===== src/rtl/plic_arbiter.sv =====
// Interrupt gateway and priority arbiter: per-source IDLE/PENDING/INFLIGHT
// gateways, per-source priority registers, and a registered claim/complete handshake.
module plic_arbiter #(
  parameter int NSRC   = 4,
  parameter int PRIO_W = 3,
  parameter int IDW    = $clog2(NSRC + 1)
) (
  input  logic              CLK100MHZ,
  input  logic              RST,
  input  logic [NSRC-1:0]   irq_src,
  input  logic              prio_we,
  input  logic [IDW-1:0]    prio_idx,
  input  logic [PRIO_W-1:0] prio_wdata,
  input  logic [PRIO_W-1:0] threshold,
  input  logic              claim,
  input  logic              complete,
  input  logic [IDW-1:0]    complete_id,
  output logic              irq_out,
  output logic [IDW-1:0]    claim_id,
  output logic              claim_valid
);

  typedef enum logic [1:0] {
    GW_IDLE,
    GW_PENDING,
    GW_INFLIGHT
  } gw_state_t;

  logic [NSRC-1:0]              pending;
  logic [NSRC-1:0][PRIO_W-1:0]  prio_flat;
  logic [IDW-1:0]               winner;
  logic [PRIO_W-1:0]            win_prio;
  logic [IDW-1:0]               grant_id;
  logic                         best_pending;
  logic [IDW-1:0]               best_id_reg;
  logic                         irq_out_reg;
  logic [IDW-1:0]               claim_id_reg;
  logic                         claim_valid_reg;

  genvar gi;
  generate
    for (gi = 0; gi < NSRC; gi++) begin : g_src
      localparam logic [IDW-1:0] SRC_ID = IDW'(gi + 1);
      gw_state_t         state_reg;
      gw_state_t         state_next;
      logic [PRIO_W-1:0] prio_reg;

      always_ff @(posedge CLK100MHZ or posedge RST) begin
        if (RST) begin
          state_reg <= GW_IDLE;
        end else begin
          state_reg <= state_next;
        end
      end

      // INFLIGHT ignores the request level; a held line re-pends via IDLE.
      always_comb begin
        state_next = state_reg;
        case (state_reg)
          GW_IDLE:     if (irq_src[gi]) state_next = GW_PENDING;
          GW_PENDING:  if (grant_id == SRC_ID) state_next = GW_INFLIGHT;
          GW_INFLIGHT: if (complete && complete_id == SRC_ID) state_next = GW_IDLE;
          default:     state_next = GW_IDLE;
        endcase
      end

      always_ff @(posedge CLK100MHZ or posedge RST) begin
        if (RST) begin
          prio_reg <= '0;
        end else if (prio_we && prio_idx == SRC_ID) begin
          prio_reg <= prio_wdata;
        end
      end

      assign pending[gi]   = (state_reg == GW_PENDING);
      assign prio_flat[gi] = prio_reg;
    end
  endgenerate

  // Strict '>' keeps the lowest ID on ties; threshold >= 0 also excludes priority 0.
  always_comb begin
    winner   = '0;
    win_prio = '0;
    for (int i = 0; i < NSRC; i++) begin
      if (pending[i] && prio_flat[i] > threshold && prio_flat[i] > win_prio) begin
        winner   = IDW'(i + 1);
        win_prio = prio_flat[i];
      end
    end
  end

  // A stale best_id (already granted by the previous claim) must not be granted twice.
  always_comb begin
    best_pending = 1'b0;
    for (int i = 0; i < NSRC; i++) begin
      if (best_id_reg == IDW'(i + 1) && pending[i]) best_pending = 1'b1;
    end
    grant_id = (claim && best_pending) ? best_id_reg : '0;
  end

  always_ff @(posedge CLK100MHZ or posedge RST) begin
    if (RST) begin
      best_id_reg     <= '0;
      irq_out_reg     <= 1'b0;
      claim_id_reg    <= '0;
      claim_valid_reg <= 1'b0;
    end else begin
      best_id_reg     <= winner;
      irq_out_reg     <= (winner != '0);
      claim_valid_reg <= claim;
      if (claim) claim_id_reg <= grant_id;
    end
  end

  assign irq_out     = irq_out_reg;
  assign claim_id    = claim_id_reg;
  assign claim_valid = claim_valid_reg;

endmodule


===== config.mk =====
export PLATFORM = sky130hd
export DESIGN_NAME = plic_arbiter
export DESIGN_NICKNAME = d
export VERILOG_FILES = /design/src/rtl/plic_arbiter.sv
export SDC_FILE = /design/constraint.sdc
export NUM_CORES = 1
export LEC_CHECK = 0
export CORE_AREA = 2 2 75 77
export CTS_BUF_LIST = sky130_fd_sc_hd__clkbuf_16
export DETAILED_ROUTE_END_ITERATION = 8
export DIE_AREA = 0 0 77 79
export DONT_BUFFER_PORTS = 1
export HOLD_SLACK_MARGIN = 0.06
export PLACE_DENSITY = 0.5
export SLEW_MARGIN = 30
export SYNTH_ARGS = -nofsm -noshare
export SYNTH_HDL_FRONTEND = slang
export SYNTH_SLANG_ARGS = --single-unit

===== constraint.sdc =====
create_clock -name CLK100MHZ -period 7.6 [get_ports CLK100MHZ]
set_input_delay 1.52 -clock CLK100MHZ [delete_from_list [all_inputs] [get_ports CLK100MHZ]]
set_output_delay 1.52 -clock CLK100MHZ [all_outputs]
set_load 0.01 [all_outputs]

==> results.yml <==
sta:
  fin_crit_ps: 6057
  maxSlewHeadroom: 0.6111
  finalSetupTns_ps: 0
  grt_setup_unrepaired: "no"
  worst_slack_ps: 1543
  hold_viol_final: 0
  period_share: 0.7969
  setup_viol: 0
  drv_slew: 0
  finClkSkew_ps: 2.789
  clock.fmax_mhz: 165.1
  tightest_slew_ps: 582.4
synthesis:
  yosys.cell_count.top_type: "dfrtp_1"
  async_reset_ff_frac: 1.000
  synth_area_leaders: "dfrtp_1 (39%), ha_1 (15%), mux2_2 (6.3%)"
  ys.flop_type: "dfrtp_1"
  yosysSeqAreaShare: 0.3902
  yosys_warnings: 0
  synth_commonest_cells: "dfrtp_1 (28), ha_1 (21), inv_1 (19), nand2_1 (15), nand3_1 (13)"
  ys_types: 35
  synth_seq_cells: 28
  syn_area_per_cell_um2: 10.26
  syn_inst: 175
  synth_nets: 217
  synthesis.area_um2: 1795
  yosys.area.top_type: "dfrtp_1"
  synth-edff-count: 0
  yosysTopAreaCellShare: 0.3902
power_and_ir_drop:
  seqPwrFrac: 0.347
  p_per_area_nw_per_um2: 336.2
  p_leak_uw: 0.0008927
  total_power_uw: 669.4
  p_sw_uw: 240.4
  p_comb_frac: 0.422
  p_int_uw: 429.0
  switching_share: 0.3591
  clockPowerShare: 0.231
  peakVddDrop_mv: 0.1566
floorplan:
  start_util: 0.3364
  io_pins: 26
  coreArea_um2: 5338
  rows: 27
  dieArea_um2: 6083
  dieWidth_um: 77
  fp.dieH_um: 79
setup_path:
  r2r-start: "g_src[0].prio_reg[2]"
  start_kind: "input port"
  cp.required_ps: 7800
  arrival_ps: 6250
  r2r_end: "irq_out"
  ff2ff_path_depth: 21
  cp_max_fo: 6
  reg2reg_slack_ps: 2480
  path_class: "in2reg"
  end_kind: "flop"
clock_network:
  clk_pin_slew_ps: 70
  cts_root_buf: "clkbuf_16"
  postCtsHoldBufs: 0
  clock_latency_ps: 260
  clock-sinks: 28
  cts_setup_buffers: 0
  numCtsBuffers: 3
  cts_max_path_buffers: 2
  cts_tree: "built"
  h-tree-depth: 1
  cts.repair.resized: 0
run_status:
  status: "finished clean"
layout:
  layout-drive-gt1-share: 0.1564
  design_area_um2: 1991
  final_net_count: 222
  antennaDiodeCount: 0
  fin_util: 0.3729
  largest_register_ffs: 12
  syn2layout_area_growth_pct: 10.87
  fillers: 558
place:
  hpwl_um: 3110
  portBuffers: 0
  gp_congestion: 0.8030
  placed_area_um2: 1886
  pre_cts_ws_ps: 1289
min_path:
  hold_start: "g_src[1].state_reg[1]"
  hold_path_class: "reg2reg"
  hold_path_end: "g_src[1].state_reg[0]"
  whs_path_depth: 1
route:
  drc_errors: 0
  ant_nets: 0
  wl_um: 3807
  vias_per_cell: 5.283
  num_vias: 1326
  routedWlPerCell_um: 15.17
  drt_iter0_drc: 41
  drt_pre_antenna_iters: 4
global_route:
  grt_pass1_wl_um: 6513
  grt_overflow: 0
  antenna_found_initial: 0
  grt_max_degree: 29
  grt_pass1_vias: 1419
  track_usage: 0.1332
run:
  drv_cap: 0
[per-layer routing]
metal / part of all wire / track usage / routed length, um / vias up
met2: 0.50 / 0.2404 / 1905 / 37
met5: 0 / 0 / 0 / -
li1: - / - / - / 638
met3: 0.065 / 0.04205 / 248 / 8
met1: 0.42 / 0.1542 / 1591 / 643
met4: 0.016 / 0.03214 / 62 / 0
[area by class of cell]
type | count | area (um^2) | share of cell area
flip-flops and latches | 28 | 700.7 | 0.3520
clock buffers | 3 | 75.07 | 0.03771
well taps | 72 | 90.09 | 0.04525
multi-input cells | 128 | 1023 | 0.5141
clock inverters | 1 | 30.03 | 0.01508
inverters | 19 | 71.32 | 0.03583
[metrics by stage]
stage	cells	hold slack [ps]
floorplan	175	425.7
global placement	247	442.6
detailed placement	247	454.5
CTS	251	464.6
global route	251	484.7
finish	251	462.5
[power by group through the flow]
stage               registers [uW]  logic, uW  clock network [uW]
finish                         232        282                 155
global route                   239        318                 164
CTS                            233        285                 158
detailed placement             236        281                   0
global placement               234        267                   0
floorplan                      222        228                   0
[kinds of logic after synthesis]
group / after synthesis / share of synthesized area
AND/OR/NAND/NOR: 63 / 0.2251
AO/OA/AOI/OAI: 31 / 0.1108
flip-flops: 28 / 0.3902
adder cells (fa/ha/maj): 21 / 0.1463
buffers and inverters: 19 / 0.03972
multiplexers: 13 / 0.08780
[worst max-delay path by stage]
stage	startpoint	end	slack [ps]	depth (start not counted)
after floorplan	threshold[2]	irq_out	1900	22
after global placement	threshold[2]	irq_out	1430	22
after detailed placement	threshold[2]	irq_out	1290	22
after CTS	threshold[2]	irq_out	1520	22
after global routing	threshold[2]	irq_out	1210	22
final	threshold[2]	irq_out	1540	22
[critical path, cell delays in order]
cell and delay, ps:
inv_1 130, ha_1 270, and3_4 180, nor4b_4 310, nand3_1 150, ha_1 340
nand3b_1 120, a22oi_2 190, nand4_4 190, mux2_4 370, ha_1 320, nand3_1 120
nand3b_1 100, a31oi_1 160, nand3_1 240, mux2_2 350, ha_1 290, nor2b_1 120
o21ai_0 90, a221oi_1 500, a21oi_1 90, nand3_1 100
[cells in the final DEF (no fill, tap or decap), types with 3 or more instances in the layout]
cell type / Yosys / final
clkbuf_16: 0 / 3
nand2_1: 15 / 15
nand3_1: 13 / 13
dfrtp_1: 28 / 28
a311oi_1: 3 / 3
mux2_4: 3 / 3
ha_1: 21 / 21
mux2_2: 10 / 10
a21oi_1: 7 / 7
inv_1: 19 / 18
o21ai_1: 5 / 5
o21ai_0: 8 / 8
nor2b_1: 6 / 6
nor2_1: 6 / 6
nand3b_1: 8 / 8
No activity file was read; power rests on OpenSTA's default activity.
